### src/rtl/eth_sw_pkg.sv
// Shared definitions for the 2x2 Ethernet switch datapath.
//   PORT_COUNT      : number of ingress port FIFOs
//   HEAD_*_BIT      : flag positions inside a 130-bit FIFO head word
//   WORD_CNT_WIDTH  : width of the per-packet word counter
//   arb_state_e     : read-arbiter FSM encoding
package eth_sw_pkg;

    localparam int unsigned PORT_COUNT     = 2;
    localparam int unsigned HEAD_WIDTH     = 130;
    localparam int unsigned HEAD_SOP_BIT   = 0;
    localparam int unsigned HEAD_EOP_BIT   = 129;
    localparam int unsigned WORD_CNT_WIDTH = 8;

    typedef enum logic [1:0] {
        ARB_IDLE  = 2'd0,
        ARB_BURST = 2'd1,
        ARB_FLUSH = 2'd2
    } arb_state_e;

endpackage

### src/rtl/eth_sw_rr_pick.sv
// Combinational two-way round-robin picker.
//   req        : per-port request vector
//   last_grant : port granted most recently
//   pick_valid : at least one port requests
//   pick_id    : chosen port (the one not last granted when both request)
module eth_sw_rr_pick
    import eth_sw_pkg::*;
(
    input  logic [PORT_COUNT-1:0] req,
    input  logic                  last_grant,
    output logic                  pick_valid,
    output logic                  pick_id
);

    // Tie goes to the port that did not win last time.
    always_comb begin
        pick_valid = |req;
        pick_id    = 1'b0;
        if (req[0] && req[1]) begin
            pick_id = ~last_grant;
        end else if (req[1]) begin
            pick_id = 1'b1;
        end
    end

endmodule

### src/rtl/eth_sw_rd_arbiter.sv
// Packet-level round-robin read scheduler for the two ingress FIFOs.
// Holds a grant from SOP to EOP, discards stray non-SOP head words,
// aborts packets longer than MAX_PKT_WORDS and counts completed packets.
//   clk, rstn     : clock, synchronous active-low reset
//   fifo_empty    : per-port FIFO empty flag
//   fifo_sop/eop  : flags of the show-ahead head word
//   out_ready     : output stage accepts a word this cycle
//   rd_en         : per-port pop strobe (combinational, at most one high)
//   grant_valid   : a packet burst is in progress
//   grant_id      : port currently or last granted
//   drop_pulse    : stray head word discarded this cycle (combinational)
//   timeout_pulse : packet aborted at the previous pop
//   pkt_cnt       : completed packets per port
module eth_sw_rd_arbiter
    import eth_sw_pkg::*;
#(
    parameter int unsigned MAX_PKT_WORDS = 64,
    parameter int unsigned CNT_WIDTH     = 16
)(
    input  logic                                  clk,
    input  logic                                  rstn,
    input  logic [PORT_COUNT-1:0]                 fifo_empty,
    input  logic [PORT_COUNT-1:0]                 fifo_sop,
    input  logic [PORT_COUNT-1:0]                 fifo_eop,
    input  logic                                  out_ready,
    output logic [PORT_COUNT-1:0]                 rd_en,
    output logic                                  grant_valid,
    output logic                                  grant_id,
    output logic                                  drop_pulse,
    output logic                                  timeout_pulse,
    output logic [PORT_COUNT-1:0][CNT_WIDTH-1:0]  pkt_cnt
);

    localparam logic [1:0] ST_IDLE  = 2'(ARB_IDLE);
    localparam logic [1:0] ST_BURST = 2'(ARB_BURST);
    localparam logic [1:0] ST_FLUSH = 2'(ARB_FLUSH);

    localparam logic [WORD_CNT_WIDTH-1:0] MAX_WORDS = WORD_CNT_WIDTH'(MAX_PKT_WORDS);

    logic [1:0]                          state_q, state_d;
    logic                                last_grant_q, last_grant_d;
    logic                                flush_id_q, flush_id_d;
    logic [WORD_CNT_WIDTH-1:0]           word_cnt_q, word_cnt_d;
    logic                                timeout_q, timeout_d;
    logic [PORT_COUNT-1:0][CNT_WIDTH-1:0] pkt_cnt_q, pkt_cnt_d;

    logic [PORT_COUNT-1:0]     req;
    logic [PORT_COUNT-1:0]     stray;
    logic                      pick_valid;
    logic                      pick_id;
    logic [PORT_COUNT-1:0]     rd_en_c;
    logic                      drop_c;
    logic [WORD_CNT_WIDTH-1:0] word_cnt_inc;

    // A head word is a request only if it starts a packet; otherwise it is stray.
    assign req   = ~fifo_empty & fifo_sop;
    assign stray = ~fifo_empty & ~fifo_sop;

    assign word_cnt_inc = word_cnt_q + WORD_CNT_WIDTH'(1);

    eth_sw_rr_pick u_rr_pick (
        .req        (req),
        .last_grant (last_grant_q),
        .pick_valid (pick_valid),
        .pick_id    (pick_id)
    );

    // State register.
    always_ff @(posedge clk) begin
        if (!rstn) begin
            state_q      <= ST_IDLE;
            last_grant_q <= 1'b1;
            flush_id_q   <= 1'b0;
            word_cnt_q   <= '0;
            timeout_q    <= 1'b0;
            pkt_cnt_q    <= '0;
        end else begin
            state_q      <= state_d;
            last_grant_q <= last_grant_d;
            flush_id_q   <= flush_id_d;
            word_cnt_q   <= word_cnt_d;
            timeout_q    <= timeout_d;
            pkt_cnt_q    <= pkt_cnt_d;
        end
    end

    // Next-state, pop strobes and counter updates.
    always_comb begin
        state_d      = state_q;
        last_grant_d = last_grant_q;
        flush_id_d   = flush_id_q;
        word_cnt_d   = word_cnt_q;
        timeout_d    = 1'b0;
        pkt_cnt_d    = pkt_cnt_q;
        rd_en_c      = '0;
        drop_c       = 1'b0;

        case (state_q)
            ST_IDLE: begin
                if (pick_valid) begin
                    state_d      = ST_BURST;
                    last_grant_d = pick_id;
                    word_cnt_d   = '0;
                end else if (stray[0]) begin
                    state_d    = ST_FLUSH;
                    flush_id_d = 1'b0;
                end else if (stray[1]) begin
                    state_d    = ST_FLUSH;
                    flush_id_d = 1'b1;
                end
            end

            ST_BURST: begin
                // Empty FIFO or back-pressure simply stalls with the grant held.
                if (!fifo_empty[last_grant_q] && out_ready) begin
                    rd_en_c[last_grant_q] = 1'b1;
                    word_cnt_d            = word_cnt_inc;
                    if (fifo_eop[last_grant_q]) begin
                        pkt_cnt_d[last_grant_q] = pkt_cnt_q[last_grant_q] + CNT_WIDTH'(1);
                        state_d                 = ST_IDLE;
                    end else if (word_cnt_inc == MAX_WORDS) begin
                        timeout_d = 1'b1;
                        state_d   = ST_IDLE;
                    end
                end
            end

            ST_FLUSH: begin
                // Discard ignores out_ready: the word never reaches the output stage.
                rd_en_c[flush_id_q] = 1'b1;
                drop_c              = 1'b1;
                state_d             = ST_IDLE;
            end

            default: begin
                state_d = ST_IDLE;
            end
        endcase
    end

    // Pops are suppressed while reset is held so a mid-burst reset loses no extra word.
    assign rd_en         = rstn ? rd_en_c : '0;
    assign drop_pulse    = rstn & drop_c;
    assign grant_valid   = (state_q == ST_BURST);
    assign grant_id      = last_grant_q;
    assign timeout_pulse = timeout_q;
    assign pkt_cnt       = pkt_cnt_q;

endmodule
### config.mk
export PLATFORM = sky130hd
export DESIGN_NAME = eth_sw_rd_arbiter
export DESIGN_NICKNAME = d
export VERILOG_FILES = /design/src/rtl/eth_sw_pkg.sv /design/src/rtl/eth_sw_rr_pick.sv /design/src/rtl/eth_sw_rd_arbiter.sv
export SDC_FILE = /design/constraint.sdc
export NUM_CORES = 1
export LEC_CHECK = 0
export ABC_AREA = 1
export CAP_MARGIN = 20
export CORE_ASPECT_RATIO = 0.75
export CORE_MARGIN = 2
export CORE_UTILIZATION = 63
export CTS_BUF_LIST = sky130_fd_sc_hd__clkbuf_16
export CTS_CLUSTER_SIZE = 20
export DETAILED_ROUTE_END_ITERATION = 16
export DONT_BUFFER_PORTS = 1
export GPL_ROUTABILITY_DRIVEN = 0
export GPL_TIMING_DRIVEN = 0
export PLACE_DENSITY = 0.83
export SYNTH_ARGS = -nofsm -noshare
export SYNTH_HDL_FRONTEND = slang
export SYNTH_SLANG_ARGS = --single-unit
### constraint.sdc
create_clock -name clk -period 1.95 [get_ports clk]
set_clock_uncertainty 0.15 [all_clocks]
set_input_delay 0.39 -clock clk [delete_from_list [all_inputs] [get_ports clk]]
set_output_delay 0.39 -clock clk [all_outputs]
set_load 0.01 [all_outputs]
==> results_dict.tcl, run 1 <==
set metrics [dict create \
    cts_buffer_depth 2 \
    io_buffer_count 0 \
    ioPinCount 47 \
    cpPeakStageDelay_ps 360 \
    yosysTopAreaCell "dfxtp_1" \
    min_from "fifo_sop[0]" \
    ys_seq_area_frac 0.3371 \
    period_needed_ps 2118 \
    start_util 0.6593 \
    nFillCells 231 \
    power.total_mw 3.113 \
    r2r-end "pkt_cnt[30]$_SDFFE_PN0P_" \
    slew_headroom 0.5827 \
    p_per_area_mw_per_mm2 921.3 \
    n_antenna_cell 0 \
    fmax_ghz 0.4722 \
    fin_area_mm2 0.003379 \
    worst-setup-path-type "reg -> reg" \
    rsz0062_at_grt "yes" \
    grt_first_pass_wirelength_um 11450 \
    yosys_warnings 0 \
    wl_per_cell_um 17.67 \
    drtIter0Drc 405 \
    die_y_um 60.41 \
    grt_pass1_vias 2467 \
    final_util 0.8336 \
    dieArea_mm2 0.004784 \
    wl_um 8676 \
    hold_end "flush_id_q$_SDFFE_PN0P_" \
    htreeDepth 2 \
    dp_slack_ps -174.8 \
    cp.arrival_ps 2160 \
    use_met1 0.4119 \
    core_region_area_mm2 0.004054 \
    met2_usage 0.5133 \
    crit_chain "buf_8, buf_4, buf_6, o21ai_4, nand2_2, nor2_4, nand2_4, nor2_4, nand2_1, nand2_1, nand3_1, nand2_1, inv_1" \
    regToRegStartpoint "grant_id$_SDFFE_PN1P_" \
    drc 0 \
    violations "setup timing" \
    peakVddDrop_mv 1.008 \
    hold_viol 0 \
    synth.top_cell.area_share 0.3371 \
    dp_cells 459 \
    worst_setup_path_end_kind "flop" \
    slew_viol_final 0 \
    place.detailed.hpwl_um 4827 \
    synthTopCellsByArea "dfxtp_1 (34%), nand2_1 (14%), inv_1 (8.3%), a21oi_1 (6.4%), nor2_1 (5.3%)" \
    holdCritPathClass "in -> reg" \
    grt.overflow.total 0 \
    status "finished with violations" \
    die_x_um 79.21 \
    fin_cells 491 \
    setup_slack_ps -167.8 \
    final_nets 450 \
    rr_worst_depth 13 \
    clk_pin_slew_worst_paths_ps 60 \
    synth_nets 418 \
    cp_max_fo 5 \
    worst-path-stages 13 \
    grt_max_degree 13 \
    synthCells 404 \
    clkLatencyLatePin_ps 290 \
    firstDrtPassIters 6 \
    antenna_found_initial 0 \
    via_per_inst 6.049 \
    ys_types 36 \
    dpl_cell_area_mm2 0.002741 \
    critPathLaunchType "flop" \
    grt.busiest_layer "met2" \
    crit_path_top_delay_cell "dfxtp_4" \
    setup_viol 17 \
    ant_nets 0 \
    netlist_area_mm2 0.002673 \
    clock-sinks 45 \
    tightest_slew_ps 625.9 \
    setup_tns_ps -1430 \
    numCtsBuffers 5 \
    grt_usage 0.3107 \
    synth.ff_latch_count 45 \
    crit_family "simple AND/OR/NAND/NOR gates" \
    syn_avg_cell_area_um2 6.615 \
    cp.required_ps 1990 \
    rows 20 \
    syn2layout_area_growth_pct 26.45 \
    total_leakage_power_nw 1.468 \
    path_common_cell "nand2_1" \
    met3_usage 0.06845 \
    root_buffer "clkbuf_16" \
    drv_cap 0 \
    period_share 1.086 \
    vias 2970 \
    reg2reg_slack_ps -170 \
    hold_slack_ps 144.9 \
    drive_above_1_share 0.2500 \
    tritoncts "done" \
    min_path_cells 2 \
    critical_path_buf_inv_count 4 \
]
-- worst max path at each step --
stage | start | to | slack (ps)
after floorplan | grant_id$_SDFFE_PN1P_ | pkt_cnt[12]$_SDFFE_PN0P_ | 50
after global placement | grant_id$_SDFFE_PN1P_ | pkt_cnt[14]$_SDFFE_PN0P_ | -120
after detailed placement | grant_id$_SDFFE_PN1P_ | pkt_cnt[30]$_SDFFE_PN0P_ | -170
after CTS | grant_id$_SDFFE_PN1P_ | rd_en[0] | -120
after global routing | grant_id$_SDFFE_PN1P_ | rd_en[0] | -240
final | grant_id$_SDFFE_PN1P_ | pkt_cnt[30]$_SDFFE_PN0P_ | -170
-- flip-flops by register name, indices dropped and copies added (netlist names) --
signal and flops:
pkt_cnt 32, word_cnt_q 8, flush_id_q 1, grant_id 1, state_q 2, timeout_pulse 1
-- what timing repair did --
item | 4_1_cts | 5_1_grt
setup endpoints to repair | 26 | 33
gates cloned | 0 | 1
hold buffers | 0 | 0
pin swaps | 10 | 21
buffers inserted | 8 | 16
gates resized for setup | 25 | 56
-- placed cells by master (no fill, tap or decap), types with 3 or more instances in the layout --
master     synthesis  final
buf_6              4      3
nand2_4            1      4
a21oi_1           34     31
nor2_1            38     33
nand4_1            3      3
clkbuf_16          0      6
nor2_4             5     10
dfxtp_1           45     43
o21a_1             4      4
nand2_2            7     21
nand3_1           26     23
o21ai_2            7      3
clkbuf_1           5      4
xor2_1             4      3
o21ai_0           24     19
inv_2              3      3
nand3_2            2      3
buf_4              3     24
o21ai_1            5      7
o21ai_4            0      7
nand2_1          100     83
a21oi_2            1      4
inv_1             59     59
buf_8              0      4
-- cells by family after synthesis --
| logic type | share of synthesized area |
|---|---|
| AND/OR/NAND/NOR | 0.3174 |
| AO/OA/AOI/OAI | 0.1704 |
| buffers and inverters | 0.1259 |
| flip-flops | 0.3371 |
| XOR/XNOR | 0.02575 |
| adder cells (fa/ha/maj) | 0.02341 |
-- worst reg2reg max path: cells and delay by family, from the launching register on --
family	cells	cell delay [ps]
AND/OR/NAND/NOR	8	860
buffers and inverters	4	450
flip-flops	1	360
AO/OA/AOI/OAI	1	200
-- power by group --
part / internal (mW) / switching, mW / leakage [nW] / total, mW
Combinational: 0.448 / 0.732 / 1.03 / 1.18
Clock: 0.459 / 0.347 / 0.0685 / 0.805
Sequential: 1.01 / 0.114 / 0.364 / 1.13
Total: 1.92 / 1.19 / 1.47 / 3.11
-- per-layer routing --
| layer | share of wire | up-vias |
|---|---|---|
| met4 | 0.041 | 0 |
| met5 | 0 | - |
| met2 | 0.46 | 245 |
| met3 | 0.11 | 49 |
| li1 | - | 1338 |
| met1 | 0.39 | 1338 |
-- Yosys cell counts (all sizes together) --
cell type,count
nand3,28
ha,5
or2,1
xnor2,2
dfxtp,45
nor3,2
o211a,1
o21ai,36
a211oi,1
o21a,4
a21oi,35
clkinv,1
nor2,45
xor2,5
o21bai,2
o211ai,1
clkbuf,5
nand2,108
nand3b,2
inv,63
buf,8
nor4,1
nand4,3
-- final cells by class --
cell class              count  area (um^2)  share of cell area
flip-flops and latches     45        905.9              0.2680
inverters                  64        250.2             0.07405
multi-input cells         282         1680              0.4972
plain buffers              13        116.4             0.03443
clock inverters             2        7.507            0.002221
well taps                  55        68.82             0.02036
repair buffers             25        225.2             0.06664
clock buffers               5        125.1             0.03702
(Power assumes the default switching activity.)
==> run 2: changes to the inputs <==
CTS_CLUSTER_SIZE = 14   (was 20)
PLACE_DENSITY = 0.85   (was 0.83)
==> results_dict.tcl, run 2 (synthesized netlist as in run 1, its figures left out) <==
set metrics [dict create \
    slew_viol_final 0 \
    period_needed_ps 2174 \
    dieArea_mm2 0.004784 \
    die_y_um 60.41 \
    clk_pin_slew_worst_paths_ps 60 \
    start_util 0.6593 \
    peakVddDrop_mv 0.9657 \
    setup_slack_ps -223.8 \
    rsz0062_at_grt "yes" \
    grt.overflow.total 0 \
    worst_setup_path_end_kind "output pin" \
    cp.required_ps 1410 \
    clock-sinks 45 \
    drive_above_1_share 0.2136 \
    use_met1 0.3931 \
    place.detailed.hpwl_um 4951 \
    root_buffer "clkbuf_16" \
    met3_usage 0.1027 \
    critPathLaunchType "flop" \
    met2_usage 0.5387 \
    nFillCells 247 \
    grt.busiest_layer "met2" \
    htreeDepth 2 \
    period_share 1.115 \
    tritoncts "done" \
    core_region_area_mm2 0.004054 \
    dpl_cell_area_mm2 0.002741 \
    seq_area_um2 908.4 \
    rows 20 \
    setup_viol 13 \
    io_buffer_count 0 \
    hold_viol 0 \
    grt_first_pass_wirelength_um 11790 \
    layout_common_cells "nand2_1 (91), inv_1 (59), dfxtp_1 (41)" \
    grt_pass1_vias 2630 \
    fin_area_mm2 0.003327 \
    clkLatencyLatePin_ps 290 \
    total_leakage_power_nw 1.426 \
    drc 0 \
    holdCritPathClass "in -> reg" \
    firstDrtPassIters 6 \
    ioPinCount 47 \
    cp_max_fo 6 \
    multiInputGateArea_mm2 0.001659 \
    holdBufCountCts 0 \
    via_per_inst 6.299 \
    vias 3030 \
    worst-setup-path-type "reg -> out" \
    p_per_area_mw_per_mm2 902.8 \
    drv_cap 0 \
    fmax_ghz 0.4600 \
    slew_headroom 0.5633 \
    final_nets 440 \
    tightest_slew_ps 655.0 \
    violations "setup timing" \
    n_antenna_cell 0 \
    drtIter0Drc 511 \
    ant_nets 0 \
    grt_max_degree 13 \
    cts_buffer_depth 2 \
    cp.arrival_ps 1630 \
    wl_um 9112 \
    wl_per_cell_um 18.94 \
    layout_commonest_cell "nand2_1" \
    power.total_mw 3.003 \
    status "finished with violations" \
    syn2layout_area_growth_pct 24.48 \
    grt_usage 0.3213 \
    numCtsBuffers 5 \
    die_x_um 79.21 \
    antenna_found_initial 0 \
    largest_reg_flops 32 \
]
## run 2: area by class of cell
| cell class | count | share of cell area |
|---|---|---|
| plain buffers | 12 | 0.03911 |
| clock buffers | 5 | 0.03761 |
| clock inverters | 2 | 0.002256 |
| inverters | 64 | 0.07747 |
| multi-input cells | 282 | 0.4987 |
| flip-flops and latches | 45 | 0.2730 |
| well taps | 55 | 0.02068 |
| repair buffers | 16 | 0.05115 |
## run 2: through the flow
stage	hold WS [ps]	worst slack [ps]	utilization	cells	setup TNS [ps]
after floorplan	304.1	46.60	-	404	0
after global placement	315.9	-136.1	0.6762	459	-1355
after detailed placement	341.4	-156.1	0.6762	459	-1789
after CTS	135.9	-116.1	0.7611	477	-696.7
after global routing	168.4	-235.5	0.8207	481	-2878
final	130.9	-223.8	0.8207	481	-996.0
## run 2: final timing paths
kind	slack [ps]	cells after the start	startpoint	to
worst min-delay path	130	2	fifo_sop[0]	flush_id_q$_SDFFE_PN0P_
worst max-delay path	-220	8	grant_id$_SDFFE_PN1P_	rd_en[0]
worst max register to register	-150	14	grant_id$_SDFFE_PN1P_	pkt_cnt[6]$_SDFFE_PN0P_
worst min register to register	350	2	word_cnt_q[5]$_SDFFE_PN0P_	word_cnt_q[5]$_SDFFE_PN0P_
## run 2: worst max-delay path: stages, from the launching register on
cell	delay, ps
dfxtp_4	360
buf_8	150
nand2_2	70
nand2_2	60
a21oi_2	150
nand2_2	120
nor2_4	120
a21oi_2	50
nor3_2	260
## run 2: report_power, final
part           total, mW  internal (mW)  switching [mW]
sequential          1.14           1.02           0.122
clock              0.800          0.459           0.341
combinational       1.07          0.357           0.708
## run 2: timing repair
action / in CTS / in global routing
resized for setup: 35 / 48
pin swaps: 6 / 19
cloned: 2 / 1
endpoints found under the setup margin: 27 / 39
buffers inserted: 9 / 7
## run 2: per-layer routing
layer  wire (um)  vias up
li1            -     1320
met1        3417     1385
met2        4045      253
met3        1198       72
met4         450        0
met5           0        -
==> run 3: changes to the inputs <==
--- a/config.mk
+++ b/config.mk
@@ -10,5 +10,5 @@
 export CORE_ASPECT_RATIO = 0.75
 export CORE_MARGIN = 2
-export CORE_UTILIZATION = 63
+export CORE_UTILIZATION = 35
 export CTS_BUF_LIST = sky130_fd_sc_hd__clkbuf_16
 export CTS_CLUSTER_SIZE = 14
@@ -17,5 +17,5 @@
 export GPL_ROUTABILITY_DRIVEN = 0
 export GPL_TIMING_DRIVEN = 0
-export PLACE_DENSITY = 0.85
+export PLACE_DENSITY = 0.55
 export SYNTH_ARGS = -nofsm -noshare
 export SYNTH_HDL_FRONTEND = slang
--- a/constraint.sdc
+++ b/constraint.sdc
@@ -3,3 +3,3 @@
 set_input_delay 0.39 -clock clk [delete_from_list [all_inputs] [get_ports clk]]
 set_output_delay 0.39 -clock clk [all_outputs]
-set_load 0.01 [all_outputs]
+set_load 0.1 [all_outputs]
==> results_dict.tcl, run 3 (synthesized netlist as in run 1, its figures left out) <==
set metrics [dict create \
    status "finished with violations" \
    violations "setup timing" \
    crit_start "grant_id$_SDFFE_PN1P_" \
    layout_common_cells "nand2_1 (83), inv_1 (55), nor2_1 (32)" \
    top_layer_used "met4" \
    place.detailed.hpwl_um 5457 \
    rr_worst_depth 15 \
    via_per_inst 4.826 \
    grt_first_pass_wirelength_um 12620 \
    final_nets 451 \
    holdCritPathClass "in -> reg" \
    rows 27 \
    htreeDepth 2 \
    slew_headroom 0.3358 \
    power.total_mw 3.515 \
    min_path_cells 2 \
    wl_met1_um 3770 \
    antenna_found_initial 0 \
    r2r-end "pkt_cnt[26]$_SDFFE_PN0P_" \
    setup_viol 36 \
    ioPinCount 47 \
    grt_pass1_vias 2521 \
    crit_end "rd_en[0]" \
    n_antenna_cell 0 \
    reg2reg_slack_ps -440 \
    hold_viol 0 \
    crit_chain "buf_8, inv_12, a21oi_4, nand2_4, nor2_4, a21oi_2, nor3_4" \
    drv_cap 0 \
    root_buffer "clkbuf_16" \
    die_x_um 104.9 \
    clock-sinks 45 \
    crit_family "simple AND/OR/NAND/NOR gates" \
    start_util 0.3629 \
    cp_max_fo 3 \
    met3_length_um 516 \
    wl_met2_um 3376 \
    dp_slack_ps -697.0 \
    tritoncts "done" \
    cpPeakStageDelay_ps 800 \
    drive_above_1_share 0.3653 \
    critical_path_buf_inv_count 2 \
    clk_pin_slew_worst_paths_ps 60 \
    total_leakage_power_nw 1.572 \
    setup_slack_ps -846.0 \
    period_needed_ps 2796 \
    nFillCells 728 \
    tightest_slew_ps 993.0 \
    worst_setup_path_end_kind "output pin" \
    firstDrtPassIters 4 \
    numCtsBuffers 5 \
    fin_area_mm2 0.003664 \
    final_util 0.4975 \
    slew_viol_final 0 \
    wl_per_cell_um 14.34 \
    critPathLaunchType "flop" \
    period_share 1.434 \
    cts_buffer_depth 2 \
    layout_commonest_cell "nand2_1" \
    p_per_area_mw_per_mm2 959.4 \
    ant_nets 0 \
    hold_slack_ps 130.1 \
    drc 0 \
    crit_path_top_delay_cell "nor3_4" \
    peakVddDrop_mv 0.5722 \
    grt.overflow.total 0 \
    dp_cells 505 \
    rsz0062_at_grt "yes" \
    io_buffer_count 0 \
    dpl_cell_area_mm2 0.002924 \
    drtIter0Drc 131 \
    vias 2601 \
    cp.required_ps 1410 \
    fin_cells 539 \
    die_y_um 79.68 \
    wl_um 7730 \
    fmax_ghz 0.3577 \
    clkLatencyLatePin_ps 280 \
    core_region_area_mm2 0.007365 \
    syn2layout_area_growth_pct 37.08 \
    regToRegStartpoint "grant_id$_SDFFE_PN1P_" \
    holdBufCountCts 0 \
    cp.arrival_ps 2260 \
    worst-path-stages 7 \
    dieArea_mm2 0.008358 \
    grt_usage 0.1915 \
    largest_reg_flops 32 \
    grt_max_degree 15 \
    setup_tns_ps -12470 \
    worst-setup-path-type "reg -> out" \
]
==> run 3: changes by cell type in the layout (fill, tap and decap cells not counted), sizes merged <==
| cell | previous run | this run |
|---|---|---|
| clkbuf | 10 | 11 |
| inv | 64 | 63 |
| buf | 23 | 34 |
| clkinvlp | 0 | 1 |
==> run 3: per-layer routing <==
layer | vias to the layer above | track usage
met5 | - | 0
met4 | 0 | 0.03733
met3 | 8 | 0.05796
met2 | 54 | 0.3019
met1 | 1196 | 0.2606
li1 | 1343 | -
==> run 3: final cells by class <==
| cell class | count | area [um^2] | share of cell area |
|---|---|---|---|
| multi-input cells | 282 | 1765 | 0.4819 |
| flip-flops and latches | 45 | 947.2 | 0.2585 |
| inverters | 64 | 266.5 | 0.07275 |
| repair buffers | 26 | 250.2 | 0.06831 |
| clock buffers | 6 | 150.1 | 0.04098 |
| plain buffers | 13 | 148.9 | 0.04064 |
| well taps | 101 | 126.4 | 0.03449 |
| clock inverters | 2 | 8.758 | 0.002391 |
==> run 3: repair_timing <==
action | in CTS | in global routing
setup endpoints to repair | 41 | 45
resized for setup | 57 | 51
pin swaps | 17 | 20
setup buffers | 17 | 8
gates cloned | 0 | 1
==> run 3: worst min path at each step <==
stage	start	slack (ps)	end
3_3_place_gp	word_cnt_q[7]$_SDFFE_PN0P_	320	word_cnt_q[7]$_SDFFE_PN0P_
4_1_cts	fifo_sop[0]	130	flush_id_q$_SDFFE_PN0P_
5_1_grt	fifo_sop[0]	160	flush_id_q$_SDFFE_PN0P_
6_report	fifo_sop[0]	130	flush_id_q$_SDFFE_PN0P_
2_1_floorplan	word_cnt_q[7]$_SDFFE_PN0P_	300	word_cnt_q[7]$_SDFFE_PN0P_
3_5_place_dp	word_cnt_q[7]$_SDFFE_PN0P_	320	word_cnt_q[7]$_SDFFE_PN0P_
==> run 3: power by group <==
part | internal (mW) | switching [mW] | leakage (nW)
clock | 0.546 | 0.353 | 0.0832
combinational | 0.438 | 0.824 | 1.11
sequential | 1.02 | 0.334 | 0.380
